[config.mk]
export PLATFORM = sky130hd
export DESIGN_NAME = alu_responder
export DESIGN_NICKNAME = d
export VERILOG_FILES = /design/src/rtl/alu_pkg.sv /design/src/rtl/alu_core.sv /design/src/rtl/alu_responder.sv
export SDC_FILE = /design/constraint.sdc
export NUM_CORES = 1
export LEC_CHECK = 0
export ABC_AREA = 1
export CAP_MARGIN = 25
export CORE_ASPECT_RATIO = 0.75
export CORE_MARGIN = 2
export CORE_UTILIZATION = 40
export CTS_CLUSTER_SIZE = 40
export DETAILED_ROUTE_END_ITERATION = 16
export PLACE_DENSITY = 0.71
export SLEW_MARGIN = 20
export SYNTH_ARGS = -nofsm -noshare
export SYNTH_HDL_FRONTEND = slang
export SYNTH_SLANG_ARGS = --single-unit
[constraint.sdc]
create_clock -name clk -period 4.9 [get_ports clk]
set_input_delay 0.49 -clock clk [delete_from_list [all_inputs] [get_ports clk]]
set_output_delay 0.49 -clock clk [all_outputs]
set_load 0.01 [all_outputs]
[src/rtl/alu_pkg.sv]
// Shared ALU opcode encodings and the legality check used by the
// datapath core and the request/response wrapper.
package alu_pkg;

  localparam logic [2:0] ALUC_AND = 3'b000;
  localparam logic [2:0] ALUC_OR  = 3'b001;
  localparam logic [2:0] ALUC_ADD = 3'b010;
  localparam logic [2:0] ALUC_SUB = 3'b110;
  localparam logic [2:0] ALUC_SLT = 3'b111;

  function automatic logic aluc_legal(input logic [2:0] aluc);
    return (aluc == ALUC_AND) || (aluc == ALUC_OR) || (aluc == ALUC_ADD) ||
           (aluc == ALUC_SUB) || (aluc == ALUC_SLT);
  endfunction

endpackage

[src/rtl/alu_core.sv]
// Combinational ALU datapath: evaluates one op and flags zero / illegal opcode.
module alu_core
  import alu_pkg::*;
#(
  parameter int W = 32
) (
  input  logic [W-1:0] src1,
  input  logic [W-1:0] src2,
  input  logic [2:0]   aluc,
  output logic [W-1:0] result,
  output logic         zero,
  output logic         err
);

  always_comb begin
    result = '0;
    unique case (aluc)
      ALUC_AND: result = src1 & src2;
      ALUC_OR:  result = src1 | src2;
      ALUC_ADD: result = src1 + src2;
      ALUC_SUB: result = src1 - src2;
      ALUC_SLT: result = {{(W-1){1'b0}}, ($signed(src1) < $signed(src2))};
      default:  result = '0;
    endcase
  end

  // Illegal ops leave result at zero, so zero is asserted for them too.
  assign zero = (result == '0);
  assign err  = !aluc_legal(aluc);

endmodule

[src/rtl/alu_responder.sv]
// Valid/ready wrapper around alu_core: results are queued in a small FIFO
// whose head is held in an output register; op and error counters saturate.
module alu_responder
  import alu_pkg::*;
#(
  parameter int W     = 32,
  parameter int DEPTH = 2,
  parameter int CNT_W = 16
) (
  input  logic             clk,
  input  logic             rst_n,
  input  logic             req_valid,
  output logic             req_ready,
  input  logic [W-1:0]     req_src1,
  input  logic [W-1:0]     req_src2,
  input  logic [2:0]       req_aluc,
  output logic             rsp_valid,
  input  logic             rsp_ready,
  output logic [W-1:0]     rsp_result,
  output logic             rsp_zero,
  output logic             rsp_err,
  output logic [CNT_W-1:0] op_count,
  output logic [CNT_W-1:0] err_count
);

  localparam int PW = (DEPTH > 1) ? $clog2(DEPTH) : 1;
  localparam int CW = $clog2(DEPTH + 1);
  localparam int EW = W + 2;

  logic [EW-1:0]    mem [DEPTH];
  logic [PW-1:0]    rd_ptr_reg, wr_ptr_reg, rd_ptr_next;
  logic [CW-1:0]    count_reg, count_next;
  logic [EW-1:0]    head_reg, head_next;
  logic [CNT_W-1:0] op_count_reg, err_count_reg;

  logic [W-1:0]     core_result;
  logic             core_zero, core_err;
  logic [EW-1:0]    wr_entry;
  logic             push, pop;

  alu_core #(.W(W)) u_core (
    .src1   (req_src1),
    .src2   (req_src2),
    .aluc   (req_aluc),
    .result (core_result),
    .zero   (core_zero),
    .err    (core_err)
  );

  assign wr_entry  = {core_err, core_zero, core_result};
  assign req_ready = (count_reg != CW'(DEPTH));
  assign rsp_valid = (count_reg != '0);
  assign push      = req_valid && req_ready;
  assign pop       = rsp_valid && rsp_ready;

  always_comb begin
    count_next = count_reg;
    if (push && !pop)
      count_next = count_reg + CW'(1);
    else if (pop && !push)
      count_next = count_reg - CW'(1);
  end

  assign rd_ptr_next = pop ? rd_ptr_reg + PW'(1) : rd_ptr_reg;

  // The head register tracks the slot at the next read pointer; when that
  // slot is being filled this very edge (queue drained to it), bypass the
  // write data. With nothing queued the last popped values are held.
  always_comb begin
    head_next = head_reg;
    if (count_next != '0)
      head_next = (push && (wr_ptr_reg == rd_ptr_next)) ? wr_entry : mem[rd_ptr_next];
  end

  always_ff @(posedge clk) begin
    if (push)
      mem[wr_ptr_reg] <= wr_entry;
  end

  always_ff @(posedge clk or negedge rst_n) begin
    if (!rst_n) begin
      rd_ptr_reg    <= '0;
      wr_ptr_reg    <= '0;
      count_reg     <= '0;
      head_reg      <= '0;
      op_count_reg  <= '0;
      err_count_reg <= '0;
    end else begin
      rd_ptr_reg <= rd_ptr_next;
      if (push)
        wr_ptr_reg <= wr_ptr_reg + PW'(1);
      count_reg <= count_next;
      head_reg  <= head_next;
      if (push && !(&op_count_reg))
        op_count_reg <= op_count_reg + CNT_W'(1);
      if (push && core_err && !(&err_count_reg))
        err_count_reg <= err_count_reg + CNT_W'(1);
    end
  end

  assign rsp_result = head_reg[W-1:0];
  assign rsp_zero   = head_reg[W];
  assign rsp_err    = head_reg[W+1];
  assign op_count   = op_count_reg;
  assign err_count  = err_count_reg;

endmodule

==> run_results.csv <==
group,metric,value,unit
sta,finalCritPeriodShare,73.60,%
floorplan,floorplan.core_area,30140,um^2
placed_design,finalWeightedCongestion,0.9777,
logic_synthesis,postSynthRegisterBits,138,
worst_setup_path,criticalPathCategory,"in -> reg",
detailed_routing,drt_pass1_iterations,6,
detailed_routing,route.detailed.vias_per_inst,5.092,
clocking,clk-insertion-delay-late,0.41,ns
worst_setup_path,timing.critical_path.mode_cell,"sky130_fd_sc_hd__nand2_1",
floorplan,die_h,155.4,um
worst_setup_path,timing.critical_path.max_delay_family,"simple AND/OR/NAND/NOR gates",
detailed_routing,routed_wirelength,39060,um
sta,rsz0062_at_grt,"false",
worst_setup_path,worstSetupEndpointType,"flip-flop",
sta,final.min_clock_period,3.606,ns
sta,worst-slew-pin-transition,0.9093,ns
worst_setup_path,critical-path-slowest-cell,"sky130_fd_sc_hd__clkdlybuf4s50_1",
clocking,clockRootBuffer,"sky130_fd_sc_hd__clkbuf_16",
detailed_routing,drc_errors,0,
power,power_report.internal_total,3.437,mW
clocking,cts_max_level,4,
cells_and_area,largest_register_ffs,68,
detailed_routing,post_drt_wl_per_cell,16.37,um
clocking,clkSlewWorstSetupHoldPaths,0.06,ns
logic_synthesis,synth_enable_flop_cells,68,
logic_synthesis,yosysWarningCount,0,
worst_hold_path,hold_path_class,"in -> async",
worst_setup_path,critical_path_buf_inv_count,2,
logic_synthesis,syn_avg_cell_area,6.583,um^2
logic_synthesis,synthMostInstantiatedCell,"sky130_fd_sc_hd__nand2_1",
sta,final_max_slew_viol_count,0,
grt,grt_first_pass_wirelength,61330,um
power,seqPwrFrac,31.4,%
floorplan,core.rowCount,55,
power,netSwitchingPower,2.353,mW
worst_setup_path,cp_data_required_time,5.25,ns
power,cellPowerDensity,399.6,nW/um^2
worst_setup_path,worstSetupStartpointType,"input pin",
floorplan,floorplan.die.width,205.9,um
floorplan,fp.dieArea,32010,um^2
cells_and_area,finish.net_count,2149,
logic_synthesis,synth_top_cells_by_area,"sky130_fd_sc_hd__nand2_1 18%, sky130_fd_sc_hd__edfxtp_1 17%, sky130_fd_sc_hd__dfrtp_1 14%",
cells_and_area,register_area,3794,um^2
detailed_routing,final_antenna_net_count,0,
logic_synthesis,synth_sequential_area_ratio,31.01,%
detailed_routing,route.vias.total,12149,
logic_synthesis,count_of_distinct_cell_types_in_the_synthesized_netlist,44,
logic_synthesis,syn-num-nets,2033,
grt,number_of_global_route_vias_before_repair,11168,
sta,maxSlewHeadroom,39.29,%
clocking,cts-root-to-sink-buffers,2,
floorplan,io-pin-count,139,
grt,grt.total_usage,24.58,%
power,clock_group_share_of_total_power,22.1,%
sta,max_freq,277.3,MHz
clocking,cts_hold_buf,0,
worst_setup_path,critical_path_peak_fanout,9,
worst_setup_path,cp_cell_sequence,"clkdlybuf4s50_1 -> inv_1 -> ha_1 -> nand2_1 -> nor2_1 -> nand3_1 -> nand2_1 -> nand2_1 -> nand2_1 -> nand2_1 -> nand3_1 -> nand2_1 -> nor2_1 -> nand2_1 -> nor2_1 -> nand2_1 -> nor2_1 -> nand3_1 -> nand2_1 -> nand2_1 -> nand2_1",
placed_design,port-buffer-count,138,
cells_and_area,utilization,48.07,%
placed_design,post-dp-hpwl,30830,um
power,pwr-share-comb,46.5,%
logic_synthesis,yosysTopAreaCell,"sky130_fd_sc_hd__nand2_1",
logic_synthesis,synth_top_flop_cell,"sky130_fd_sc_hd__dfrtp_1",
cells_and_area,syn_to_final_growth,18.46,%
worst_setup_path,r2r_start,"count_reg[0]",
sta,final-setup-viol-count,0,
status,run_status,"finished clean",
clocking,clock_sinks,138,
cells_and_area,multiInputGateArea,6775,um^2
sta,finalHoldViolations,0,
power,total_power,5.790,mW
worst_setup_path,crit_start,"req_src1[6]",
power,vdd_drop_max,0.3200,mV
clocking,tritoncts,"yes",
clocking,post_cts_resize_count,0,
power,sw_ratio,40.63,%
sta,fin_setup_tns,0,ns
flow_run,count_of_max_cap_constraint_violations,0,
power,leakagePower,7.503,nW
cells_and_area,drive_above_1_share,3.875,%
clocking,cts_setup_buffers,0,
worst_setup_path,worstPathArrival,3.96,ns
floorplan,floorplan.initialDensity,40.58,%
cells_and_area,n_antenna_cell,0,
grt,grt-ovfl-total,0,
detailed_routing,number_of_violations_reported_at_the_end_of_detailed_routing_iteration_0,1337,
grt,grt_max_degree,71,
logic_synthesis,asyncSetResetFlopFracSynth,50.72,%
worst_setup_path,crit_path_max_incr_delay,0.51,ns
logic_synthesis,yosys-top-cells-count,"581 x sky130_fd_sc_hd__nand2_1, 359 x sky130_fd_sc_hd__inv_1, 176 x sky130_fd_sc_hd__nor2_1",
sta,timing.clock.skew,0.007004,ns
grt,antenna_violations_before_repair,0,
logic_synthesis,mappedNetlistArea,12230,um^2
logic_synthesis,synth_top_cell_area_share,17.83,%
logic_synthesis,netlist_instances,1858,
clocking,number_of_cts_inserted_buffers,17,
cells_and_area,filler_cell_count,3035,
## placed cells by master (no fill, tap or decap), drive strengths merged, types with 4 or more instances in the layout
cell type	netlist	final
a21oi	48	48
nand4	12	12
nor3	20	20
edfxtp	68	68
and3	6	6
o21bai	5	5
o21ai	67	67
nand3b	7	7
or2	10	10
nor3b	4	4
ha	102	102
clkinv	1	5
nand3	143	143
clkbuf	21	23
nand2	588	588
dfrtp	70	70
clkdlybuf4s50	0	137
nor2	188	188
and2	4	4
o22ai	26	26
buf	31	12
inv	362	362
a31oi	23	23
xor2	21	21
o211ai	8	8
xnor2	13	13
## layer usage
layer / vias to the layer above / share of wire, % / wire length (um) / GRT usage, %
li1: 6010 / - / - / -
met1: 5633 / 48 / 18760 / 37.11
met2: 467 / 42 / 16580 / 36.77
met3: 39 / 8.4 / 3296 / 4.671
met4: 0 / 1.1 / 430 / 3.912
met5: - / 0 / 0 / 0
## power by group through the flow
stage                     Combinational, mW  Clock (mW)  Sequential [mW]
after floorplan                        1.55           0             1.89
after global placement                 2.62           0             1.82
after detailed placement               2.66           0             1.84
after CTS                              2.68        1.30             1.82
after global routing                   3.01        1.35             1.86
final                                  2.69        1.28             1.82
## final timing paths
path | end | slack, ns | depth (start not counted)
max | head_reg[32] | 1.29 | 21
min | op_count[15] | 0.07 | 2
max reg2reg | head_reg[21] | 1.61 | 12
min reg2reg | head_reg[7] | 0.48 | 2
max in group asynchronous | head_reg[18] | 4.27 | 3
min in group clk | head_reg[7] | 0.48 | 2
## layout make-up
cell class                      instances  area share (%)
Multi-Input combinational cell       1305           46.76
Inverter                              363           9.403
Clock inverter                          9          0.8462
Tap cell                              399           3.445
Clock buffer                           23           3.160
Timing Repair Buffer                  149           10.21
Sequential cell                       138           26.18
## per-stage QoR
stage | std cells | hold slack (ns) | setup WS, ns | cell area [um^2]
6_report | 2386 | 0.06872 | 1.294 | 14490
5_1_grt | 2386 | 0.08446 | 1.120 | 14490
4_1_cts | 2385 | 0.3170 | 1.407 | 14460
3_5_place_dp | 2353 | 0.4654 | 0.9749 | 13880
3_3_place_gp | 2353 | 0.4676 | 1.013 | 13880
2_1_floorplan | 1858 | 0.1944 | 2.195 | 12230
## cell families after synthesis
family	count (synthesis)	synth area share, %
AOI/OAI and AO/OA	181	8.265
muxes	1	0.09206
buffers and inverters	415	13.64
adders and majority gates	104	10.76
DFF	138	31.01
xor gates and xnor gates	34	2.435
and+or+nand+nor	985	33.80
Power figures use the tool's default switching activity.
